File: src/rtl/pipeline_ctrl_pkg.sv
// pipeline_ctrl_pkg: shared state, register and ALUOp definitions for the pipeline control slice
package pipeline_ctrl_pkg;
    typedef enum logic [1:0] {RUN, MEM_WAIT, FAULT} state_e;
    typedef enum logic [1:0] {
        ALUOP_LDST   = 2'b00,
        ALUOP_BRANCH = 2'b01,
        ALUOP_RTYPE  = 2'b10,
        ALUOP_IMM    = 2'b11
    } aluop_e;
    localparam int REG_ZERO = 0;
    localparam int WAIT_W   = 8;
endpackage

File: src/rtl/load_use_detect.sv
// load_use_detect: flags an ID instruction reading the destination of a load still in EX
module load_use_detect
    import pipeline_ctrl_pkg::*;
#(
    parameter int REG_ADDR_W = 5
) (
    input  logic [REG_ADDR_W-1:0] id_rs,
    input  logic [REG_ADDR_W-1:0] id_rt,
    input  logic                  ex_mem_read,
    input  logic [REG_ADDR_W-1:0] ex_rt,
    output logic                  lu
);
    assign lu = ex_mem_read && (ex_rt != REG_ADDR_W'(REG_ZERO)) && (ex_rt == id_rs || ex_rt == id_rt);
endmodule

File: src/rtl/pipeline_stall_ctrl.sv
// pipeline_stall_ctrl: hazard/stall sequencer; define STALL_PERF_CNT_EN to build the stall counter
module pipeline_stall_ctrl
    import pipeline_ctrl_pkg::*;
#(
    parameter int REG_ADDR_W  = 5,
    parameter int MEM_TIMEOUT = 15,
    parameter int CNT_W       = 16
) (
    input  logic                  clk,
    input  logic                  rst_n,
    input  logic [REG_ADDR_W-1:0] id_rs,
    input  logic [REG_ADDR_W-1:0] id_rt,
    input  logic                  ex_mem_read,
    input  logic [REG_ADDR_W-1:0] ex_rt,
    input  logic                  ex_branch_taken,
    input  logic                  mem_req,
    input  logic                  dmem_ack,
    output logic                  pc_write,
    output logic                  ifid_write,
    output logic                  idex_bubble,
    output logic                  ifid_flush,
    output logic                  idex_flush,
    output logic                  pipe_hold,
    output logic                  dmem_timeout,
    output logic [CNT_W-1:0]      stall_cnt
);
    localparam logic [WAIT_W-1:0] TIMEOUT_V = WAIT_W'(MEM_TIMEOUT);

    state_e            state_q, state_d;
    logic [WAIT_W-1:0] wait_q, wait_d, wait_inc;
    logic              timeout_q, timeout_d;
    logic              lu, freeze;

    load_use_detect #(.REG_ADDR_W(REG_ADDR_W)) u_lu (
        .id_rs(id_rs),
        .id_rt(id_rt),
        .ex_mem_read(ex_mem_read),
        .ex_rt(ex_rt),
        .lu(lu)
    );

    always_comb begin
        state_d     = state_q;
        wait_d      = wait_q;
        timeout_d   = timeout_q;
        pc_write    = 1'b1;
        ifid_write  = 1'b1;
        idex_bubble = 1'b0;
        ifid_flush  = 1'b0;
        idex_flush  = 1'b0;
        pipe_hold   = 1'b0;
        freeze      = (state_q == FAULT) || (!dmem_ack && (state_q == MEM_WAIT || mem_req));
        wait_inc    = (state_q == RUN) ? WAIT_W'(1) : wait_q + WAIT_W'(1);
        if (freeze) begin
            pc_write   = 1'b0;
            ifid_write = 1'b0;
            pipe_hold  = 1'b1;
        end else if (ex_branch_taken) begin
            ifid_write = 1'b0;
            ifid_flush = 1'b1;
            idex_flush = 1'b1;
        end else if (lu) begin
            pc_write    = 1'b0;
            ifid_write  = 1'b0;
            idex_bubble = 1'b1;
        end
        // the counter includes the RUN cycle that first saw the unacknowledged request
        if (state_q != FAULT && freeze) begin
            wait_d    = wait_inc;
            timeout_d = wait_inc >= TIMEOUT_V;
            state_d   = (wait_inc >= TIMEOUT_V) ? FAULT : MEM_WAIT;
        end else if (state_q != FAULT) begin
            wait_d  = '0;
            state_d = RUN;
        end
        if (!rst_n) begin
            pc_write   = 1'b0;
            ifid_write = 1'b0;
            idex_bubble = 1'b0;
            ifid_flush = 1'b0;
            idex_flush = 1'b0;
            pipe_hold  = 1'b0;
        end
    end

    always_ff @(posedge clk) begin
        if (!rst_n) begin
            state_q   <= RUN;
            wait_q    <= '0;
            timeout_q <= 1'b0;
        end else begin
            state_q   <= state_d;
            wait_q    <= wait_d;
            timeout_q <= timeout_d;
        end
    end

    assign dmem_timeout = timeout_q;

`ifdef STALL_PERF_CNT_EN
    logic [CNT_W-1:0] stall_cnt_q, stall_cnt_d;

    always_comb begin
        stall_cnt_d = (!pc_write && stall_cnt_q != '1) ? stall_cnt_q + CNT_W'(1) : stall_cnt_q;
    end

    always_ff @(posedge clk) begin
        if (!rst_n) begin
            stall_cnt_q <= '0;
        end else begin
            stall_cnt_q <= stall_cnt_d;
        end
    end

    assign stall_cnt = stall_cnt_q;
`else
    assign stall_cnt = '0;
`endif
endmodule

File: config.mk
export PLATFORM = sky130hd
export DESIGN_NAME = pipeline_stall_ctrl
export DESIGN_NICKNAME = d
export VERILOG_FILES = /design/src/rtl/pipeline_ctrl_pkg.sv /design/src/rtl/load_use_detect.sv /design/src/rtl/pipeline_stall_ctrl.sv
export SDC_FILE = /design/constraint.sdc
export NUM_CORES = 1
export LEC_CHECK = 0
export CAP_MARGIN = 20
export CORE_UTILIZATION = 41
export CTS_BUF_LIST = sky130_fd_sc_hd__clkbuf_8
export DETAILED_ROUTE_END_ITERATION = 7
export HOLD_SLACK_MARGIN = 0.05
export PLACE_DENSITY = 0.85
export SLEW_MARGIN = 20
export SYNTH_ARGS = -nofsm -noshare
export SYNTH_HDL_FRONTEND = slang
export SYNTH_SLANG_ARGS = --single-unit
File: constraint.sdc
create_clock -name clk -period 2.2 [get_ports clk]
set_clock_uncertainty 0.15 [all_clocks]
set_input_delay 0.44 -clock clk [delete_from_list [all_inputs] [get_ports clk]]
set_output_delay 0.44 -clock clk [all_outputs]
set_load 0.01 [all_outputs]
# ---- Yosys cells after proc, flatten, opt, wreduce, memory -nomap -nowiden
# Cells that the tools add are included.
dict set report totals {
  in_bits 21
  reg_bits 11
  out_inout_bits 23
  word_cells 43
}
dict set report classes {
  eq_ne 5
  reduce_logical 11
  mux 22
  add_sub_neg 1
  magnitude_cmp 1
}
# cell count
set op_table {}
lappend op_table {{$mux 8} 3}
lappend op_table {{$mux 1} 16}
lappend op_table {{$eq 5x5->1} 2}
lappend op_table {{$add 8x1->8 const B} 1}
lappend op_table {{$ge 8x4->1 const B} 1}
lappend op_table {{$mux 2} 3}
lappend op_table {{$reduce_bool 5->1} 1}
lappend op_table {{$logic_and 1x1->1} 4}
lappend op_table {{$logic_or 1x1->1} 3}
lappend op_table {{$eq 2x1->1 const B} 1}
lappend op_table {{$eq 2x2->1 const B} 1}
lappend op_table {{$logic_not 2->1} 1}
lappend op_table {{$ne 2x2->1 const B} 1}
lappend op_table {{$reduce_bool 2->1} 1}
lappend op_table {{$logic_not 1->1} 1}

# ---- Longest topological paths before layout
dict set report depth {
  word_depth 7
  ltp_mapped 5
  mapped_depth_nobuf 5
}

# ---- Hierarchy
# Synthesis repeated with hierarchy kept, for this count alone.
dict set report unflattened {
  hier_cells 122
  hier_area_um2 949.7
}
# module n_inst area_per_inst_um2 seq_area_each_um2 cells_per_inst
set by_module_without_submodules {}
lappend by_module_without_submodules {pipeline_stall_ctrl 1 824.5 220.2 105}
lappend by_module_without_submodules {load_use_detect 1 125.1 0.0 17}

# ---- Worst setup path before layout
# No wires, ideal clock.
dict set report synth_path {
  kind {input to output}
  start {in ex_rt[0]}
  end {out ifid_write}
  arrival_ns 1.533
  slack_ns 0.077
  stages 4
  t_required_ns 1.610
  n_path_buf 0
  path_cell_list {or4_1 o21ai_1 inv_1 a211oi_1}
}
dict set report synth_between {
  elab_chain_cells 7
  word_cells_on_any_way 10
  cone_classes {2 x eq/ne; 4 x mux; 4 x reduce/logical}
}
# item line_no
set synth_lines {}
lappend synth_lines {{start: declaration} pipeline_stall_ctrl.sv:14} ;# input logic [REG_ADDR_W-1:0] ex_rt,
lappend synth_lines {{$eq 5x5->1 or $reduce_bool 5->1 (tied branches)} load_use_detect.sv:13} ;# assign lu = ex_mem_read && (ex_rt != REG_ADDR_W'(REG_ZERO)) && (ex_rt == id_rs || ex_rt == id_rt);
lappend synth_lines {{$logic_or 1x1->1 or $logic_and 1x1->1 (tied branches)} load_use_detect.sv:13}
lappend synth_lines {{$logic_and 1x1->1 (*)} load_use_detect.sv:13}
lappend synth_lines {{$mux 1 (*)} pipeline_stall_ctrl.sv:62} ;# end else if (lu) begin
lappend synth_lines {{$mux 1 (*)} pipeline_stall_ctrl.sv:58} ;# end else if (ex_branch_taken) begin
lappend synth_lines {{$mux 1 (*)} pipeline_stall_ctrl.sv:54} ;# if (freeze) begin
lappend synth_lines {{$mux 1 (*)} pipeline_stall_ctrl.sv:76} ;# if (!rst_n) begin
lappend synth_lines {{end: declaration} pipeline_stall_ctrl.sv:19} ;# output logic ifid_write,
# Mark *: on every way between the ends. The rest lies on a longest branch, timed or not.

# ---- Final worst setup path
dict set report layout_path {
  start {in ex_rt[3]}
  end {out pc_write}
}
dict set report layout_between {
  elab_chain_cells 7
  word_cells_on_any_way 10
  cone_classes {2 x eq/ne; 4 x mux; 4 x reduce/logical}
}
# item line_no
set layout_lines {}
lappend layout_lines {{$eq 5x5->1 or $reduce_bool 5->1 (tied branches)} load_use_detect.sv:13}
lappend layout_lines {{$logic_or 1x1->1 or $logic_and 1x1->1 (tied branches)} load_use_detect.sv:13}
lappend layout_lines {{$logic_and 1x1->1 (*)} load_use_detect.sv:13}
lappend layout_lines {{$mux 1 (*)} pipeline_stall_ctrl.sv:62}
lappend layout_lines {{$mux 1 (*)} pipeline_stall_ctrl.sv:58}
lappend layout_lines {{$mux 1 (*)} pipeline_stall_ctrl.sv:54}
lappend layout_lines {{$mux 1 (*)} pipeline_stall_ctrl.sv:76}
lappend layout_lines {{end: declaration} pipeline_stall_ctrl.sv:18} ;# output logic pc_write,
# Marks and branches as above.

==> flow_summary.html <==
<table>
<tr><th>Metric</th><th>Value</th></tr>
<tr><th colspan="2">Run status</th></tr>
<tr><td>Outcome</td><td>finished with violations</td></tr>
<tr><td>Failing checks</td><td>negative setup slack</td></tr>
<tr><th colspan="2">Die</th></tr>
<tr><td>Die extent in y</td><td>48.5 µm</td></tr>
<tr><td>Die Area</td><td>2350 µm²</td></tr>
<tr><td>Chip Width</td><td>48.5 µm</td></tr>
<tr><td>Number of primary I/O pins</td><td>44</td></tr>
<tr><td>Number of core rows</td><td>16</td></tr>
<tr><td>Std-Cell Core Area</td><td>2000 µm²</td></tr>
<tr><td>Effective utilization at floorplan</td><td>44.3%</td></tr>
<tr><th colspan="2">Worst setup path</th></tr>
<tr><td>Sort of element at the end of the critical path</td><td>output pin</td></tr>
<tr><td>Slack of the worst reg-to-reg path</td><td>0.33 ns</td></tr>
<tr><td>R2r startpoint</td><td>wait_q[0]$_SDFFE_PN0P_</td></tr>
<tr><td>Timing startpoint of the critical path</td><td>ex_rt[3]</td></tr>
<tr><td>Critical path fanouts, max</td><td>2</td></tr>
<tr><td>Crit Path Category</td><td>input pin to output pin</td></tr>
<tr><td>Data arrival, critical path</td><td>1.61 ns</td></tr>
<tr><td>Category of the worst setup path launch point</td><td>input pin</td></tr>
<tr><td>Required time worst endpoint</td><td>1.61 ns</td></tr>
<tr><th colspan="2">Synth</th></tr>
<tr><td>Sequential area share after synthesis</td><td>24.8%</td></tr>
<tr><td>FF+latch count, synth</td><td>11</td></tr>
<tr><td>Post-Syn Area</td><td>887 µm²</td></tr>
<tr><td>Netlist cell types</td><td>32</td></tr>
<tr><td>Synthesized instance count</td><td>116</td></tr>
<tr><td>Number of synthesized flops with an enable pin</td><td>0</td></tr>
<tr><td>Mean Syn Cell Area</td><td>7.65 µm²</td></tr>
<tr><td>Asr flop ratio synth</td><td>0%</td></tr>
<tr><td>Primary flip-flop cell chosen by synthesis mapping</td><td>sky130_fd_sc_hd__dfxtp_1</td></tr>
<tr><td>Count of synthesis-stage warnings from yosys</td><td>0</td></tr>
<tr><th colspan="2">Place</th></tr>
<tr><td>Area after DPL</td><td>1210 µm²</td></tr>
<tr><td>RD Place Congestion</td><td>0.871</td></tr>
<tr><td>Port buffer count</td><td>27</td></tr>
<tr><td>HPWL after DPL</td><td>1.76 mm</td></tr>
<tr><th colspan="2">STA</th></tr>
<tr><td>RSZ-0062 raised after global routing</td><td>yes</td></tr>
<tr><td>Post-route fraction of the period consumed by the critical path</td><td>100%</td></tr>
<tr><td>Max Slew Vio Count</td><td>0</td></tr>
<tr><td>Number of failing setup endpoints in the final timing report</td><td>1</td></tr>
<tr><td>Maximum achievable frequency</td><td>454 MHz</td></tr>
<tr><td>Final period demand of the worst path</td><td>2.20 ns</td></tr>
<tr><td>Setup slack of the critical path after layout</td><td>-0.000372 ns</td></tr>
<tr><td>Number of failing hold endpoints at the final stage</td><td>0</td></tr>
<tr><th colspan="2">Layout</th></tr>
<tr><td>Antenna fix cells</td><td>0</td></tr>
<tr><td>Commonest non-fill, non-tap cell in the layout</td><td>sky130_fd_sc_hd__conb_1</td></tr>
<tr><td>Register cell area after layout</td><td>220 µm²</td></tr>
<tr><td>Area added between synthesis and finish</td><td>42.0%</td></tr>
<tr><td>Highest-count cells in the layout ignoring fill and taps</td><td>16 x sky130_fd_sc_hd__conb_1, 14 x sky130_fd_sc_hd__xnor2_1, 14 x sky130_fd_sc_hd__buf_4</td></tr>
<tr><td>Fraction of final layout cells with drive strength greater than 1</td><td>25.3%</td></tr>
<tr><td>Final instance area</td><td>1260 µm²</td></tr>
<tr><td>Area of combinational cells with multiple inputs</td><td>601 µm²</td></tr>
<tr><td>NumNets Final</td><td>181</td></tr>
<tr><td>Final cell utilization of the core</td><td>62.9%</td></tr>
<tr><td>Fillers</td><td>174</td></tr>
<tr><th colspan="2">Route</th></tr>
<tr><td>1st-iter DRT viols</td><td>14</td></tr>
<tr><td>Count of nets left with antenna violations after detail routing</td><td>0</td></tr>
<tr><td>Total wire length</td><td>2.14 mm</td></tr>
<tr><td>Via-per-instance ratio</td><td>4.97</td></tr>
<tr><td>Vias</td><td>919</td></tr>
<tr><td>Number of detailed-routing iterations run before antenna repair</td><td>4</td></tr>
<tr><td>Wire per inst</td><td>11.6 µm</td></tr>
<tr><td>Final routed DRC violation total</td><td>0</td></tr>
<tr><th colspan="2">Clock network</th></tr>
<tr><td>Cell chosen for the clock root</td><td>sky130_fd_sc_hd__clkbuf_8</td></tr>
<tr><td>Max Root-Sink Buffers</td><td>2</td></tr>
<tr><td>Clock latency at the later pin of the worst-skew pair</td><td>0.24 ns</td></tr>
<tr><td>CTS tree</td><td>yes</td></tr>
<tr><td>CTS clock-pin slew for the worst setup and hold paths</td><td>0.05 ns</td></tr>
<tr><td>Number of H-tree levels</td><td>1</td></tr>
<tr><td>Number of buffers created by CTS</td><td>3</td></tr>
<tr><td>Number of hold buffers added after CTS</td><td>0</td></tr>
<tr><td>TritonCTS sink count</td><td>11</td></tr>
<tr><th colspan="2">Hold path</th></tr>
<tr><td>Worst Hold Class</td><td>register to register</td></tr>
<tr><td>Origin of the worst min-delay path</td><td>dmem_timeout$_SDFFE_PN0P_</td></tr>
<tr><th colspan="2">GRT</th></tr>
<tr><td>Via count of the first global-routing pass</td><td>934</td></tr>
<tr><td>Initial antenna violation count</td><td>0</td></tr>
<tr><td>Largest net degree at the start of global routing</td><td>13</td></tr>
<tr><td>First-pass GRT wire length</td><td>3.66 mm</td></tr>
<tr><td>Overall fraction of global-route tracks in use</td><td>19.9%</td></tr>
<tr><td>Overflow left after global routing</td><td>0</td></tr>
<tr><th colspan="2">Pwr</th></tr>
<tr><td>Power Dens Cells</td><td>417 nW/µm²</td></tr>
<tr><td>Worst ir drop on vdd</td><td>0.208 mV</td></tr>
<tr><td>Leakage power figure</td><td>0.575 nW</td></tr>
<tr><th colspan="2">Flow run</th></tr>
<tr><td>Number of max-cap violations</td><td>0</td></tr>
</table>
-- metrics by stage --
step	hold WS [ns]	worst slack, ns	power (mW)	cells	setup TNS (ns)
6_report	0.313	-0.000372	0.526	185	-0.000372
5_1_grt	0.335	-0.0455	0.550	185	-0.0930
4_1_cts	0.312	-0.0264	0.525	184	-0.0462
3_5_place_dp	0.304	-0.888	0.335	180	-3.86
3_3_place_gp	0.296	-0.802	0.330	180	-3.44
2_1_floorplan	0.330	0.0769	0.280	131	0
-- layout make-up --
class,instances,share of cell area (%)
multi-input cells,94,47.7
well taps,27,2.68
clock inverters,1,0.298
inverters,7,2.09
flip-flops and latches,11,17.5
repair buffers,42,26.5
clock buffers,3,3.28
-- cells in the mapped netlist, types with 2 or more instances --
cell type	n	share of area (%)
sky130_fd_sc_hd__dfxtp_1	11	25
sky130_fd_sc_hd__nand4_1	3	2.1
sky130_fd_sc_hd__buf_4	18	15
sky130_fd_sc_hd__nand2b_1	2	1.4
sky130_fd_sc_hd__nand2_1	9	3.8
sky130_fd_sc_hd__xor2_1	2	2.0
sky130_fd_sc_hd__nand3_1	5	2.8
sky130_fd_sc_hd__nor2_1	6	2.5
sky130_fd_sc_hd__xnor2_1	14	14
sky130_fd_sc_hd__o21ai_0	11	6.2
sky130_fd_sc_hd__nor3_1	2	1.1
sky130_fd_sc_hd__o22ai_1	2	1.4
sky130_fd_sc_hd__a21o_1	3	2.5
sky130_fd_sc_hd__a21oi_1	3	1.7
sky130_fd_sc_hd__inv_1	7	3.0
sky130_fd_sc_hd__nor4_1	2	1.4
-- logic make-up after synthesis --
group	share of synthesized area, %
XOR/XNOR	15.8
flip-flops	24.8
adder cells (fa/ha/maj)	1.41
AO/OA/AOI/OAI	17.8
other	0.423
buffers and inverters	18.8
AND/OR/NAND/NOR	21.0
-- worst max-delay path: stages --
cell	delay (ns)
sky130_fd_sc_hd__buf_6	0.09
sky130_fd_sc_hd__or4_4	0.54
sky130_fd_sc_hd__o21ai_4	0.15
sky130_fd_sc_hd__inv_2	0.06
sky130_fd_sc_hd__a31oi_1	0.17
sky130_fd_sc_hd__buf_2	0.15
-- worst paths after layout --
path                            depth (start not counted)                   endpoint
worst min-delay path                                    2  dmem_timeout$_SDFFE_PN0P_
worst max register to register                          5    state_q[0]$_SDFFE_PN0P_
worst min register to register                          2  dmem_timeout$_SDFFE_PN0P_
worst max-delay path                                    6                   pc_write
-- sequential cells by signal, indices dropped and copies added (netlist names) --
name / flops
state_q: 2
wait_q: 8
dmem_timeout: 1
-- power by group --
| group | switching, mW | leakage (nW) | total [mW] | internal, mW |
|---|---|---|---|---|
| Sequential | 0.00219 | 0.0889 | 0.204 | 0.202 |
| Clock | 0.0750 | 0.0269 | 0.197 | 0.122 |
| Combinational | 0.0599 | 0.459 | 0.125 | 0.0648 |
-- per-layer routing --
layer,vias to the layer above,GRT usage [%],part of all wire (%)
met5,-,0,0
met2,43,39.4,54
li1,451,-,-
met3,4,5.03,6.7
met1,421,18.9,37
met4,0,8.82,1.5
-- timing repair --
| action | 4_1_cts | 5_1_grt |
|---|---|---|
| hold endpoints to repair | 0 | 0 |
| cloned | 0 | 0 |
| setup buffers | 0 | 1 |
| endpoints found under the setup margin | 6 | 6 |
| pin swaps | 18 | 5 |
| resized for setup | 60 | 6 |
Power figures use the tool's default switching activity.
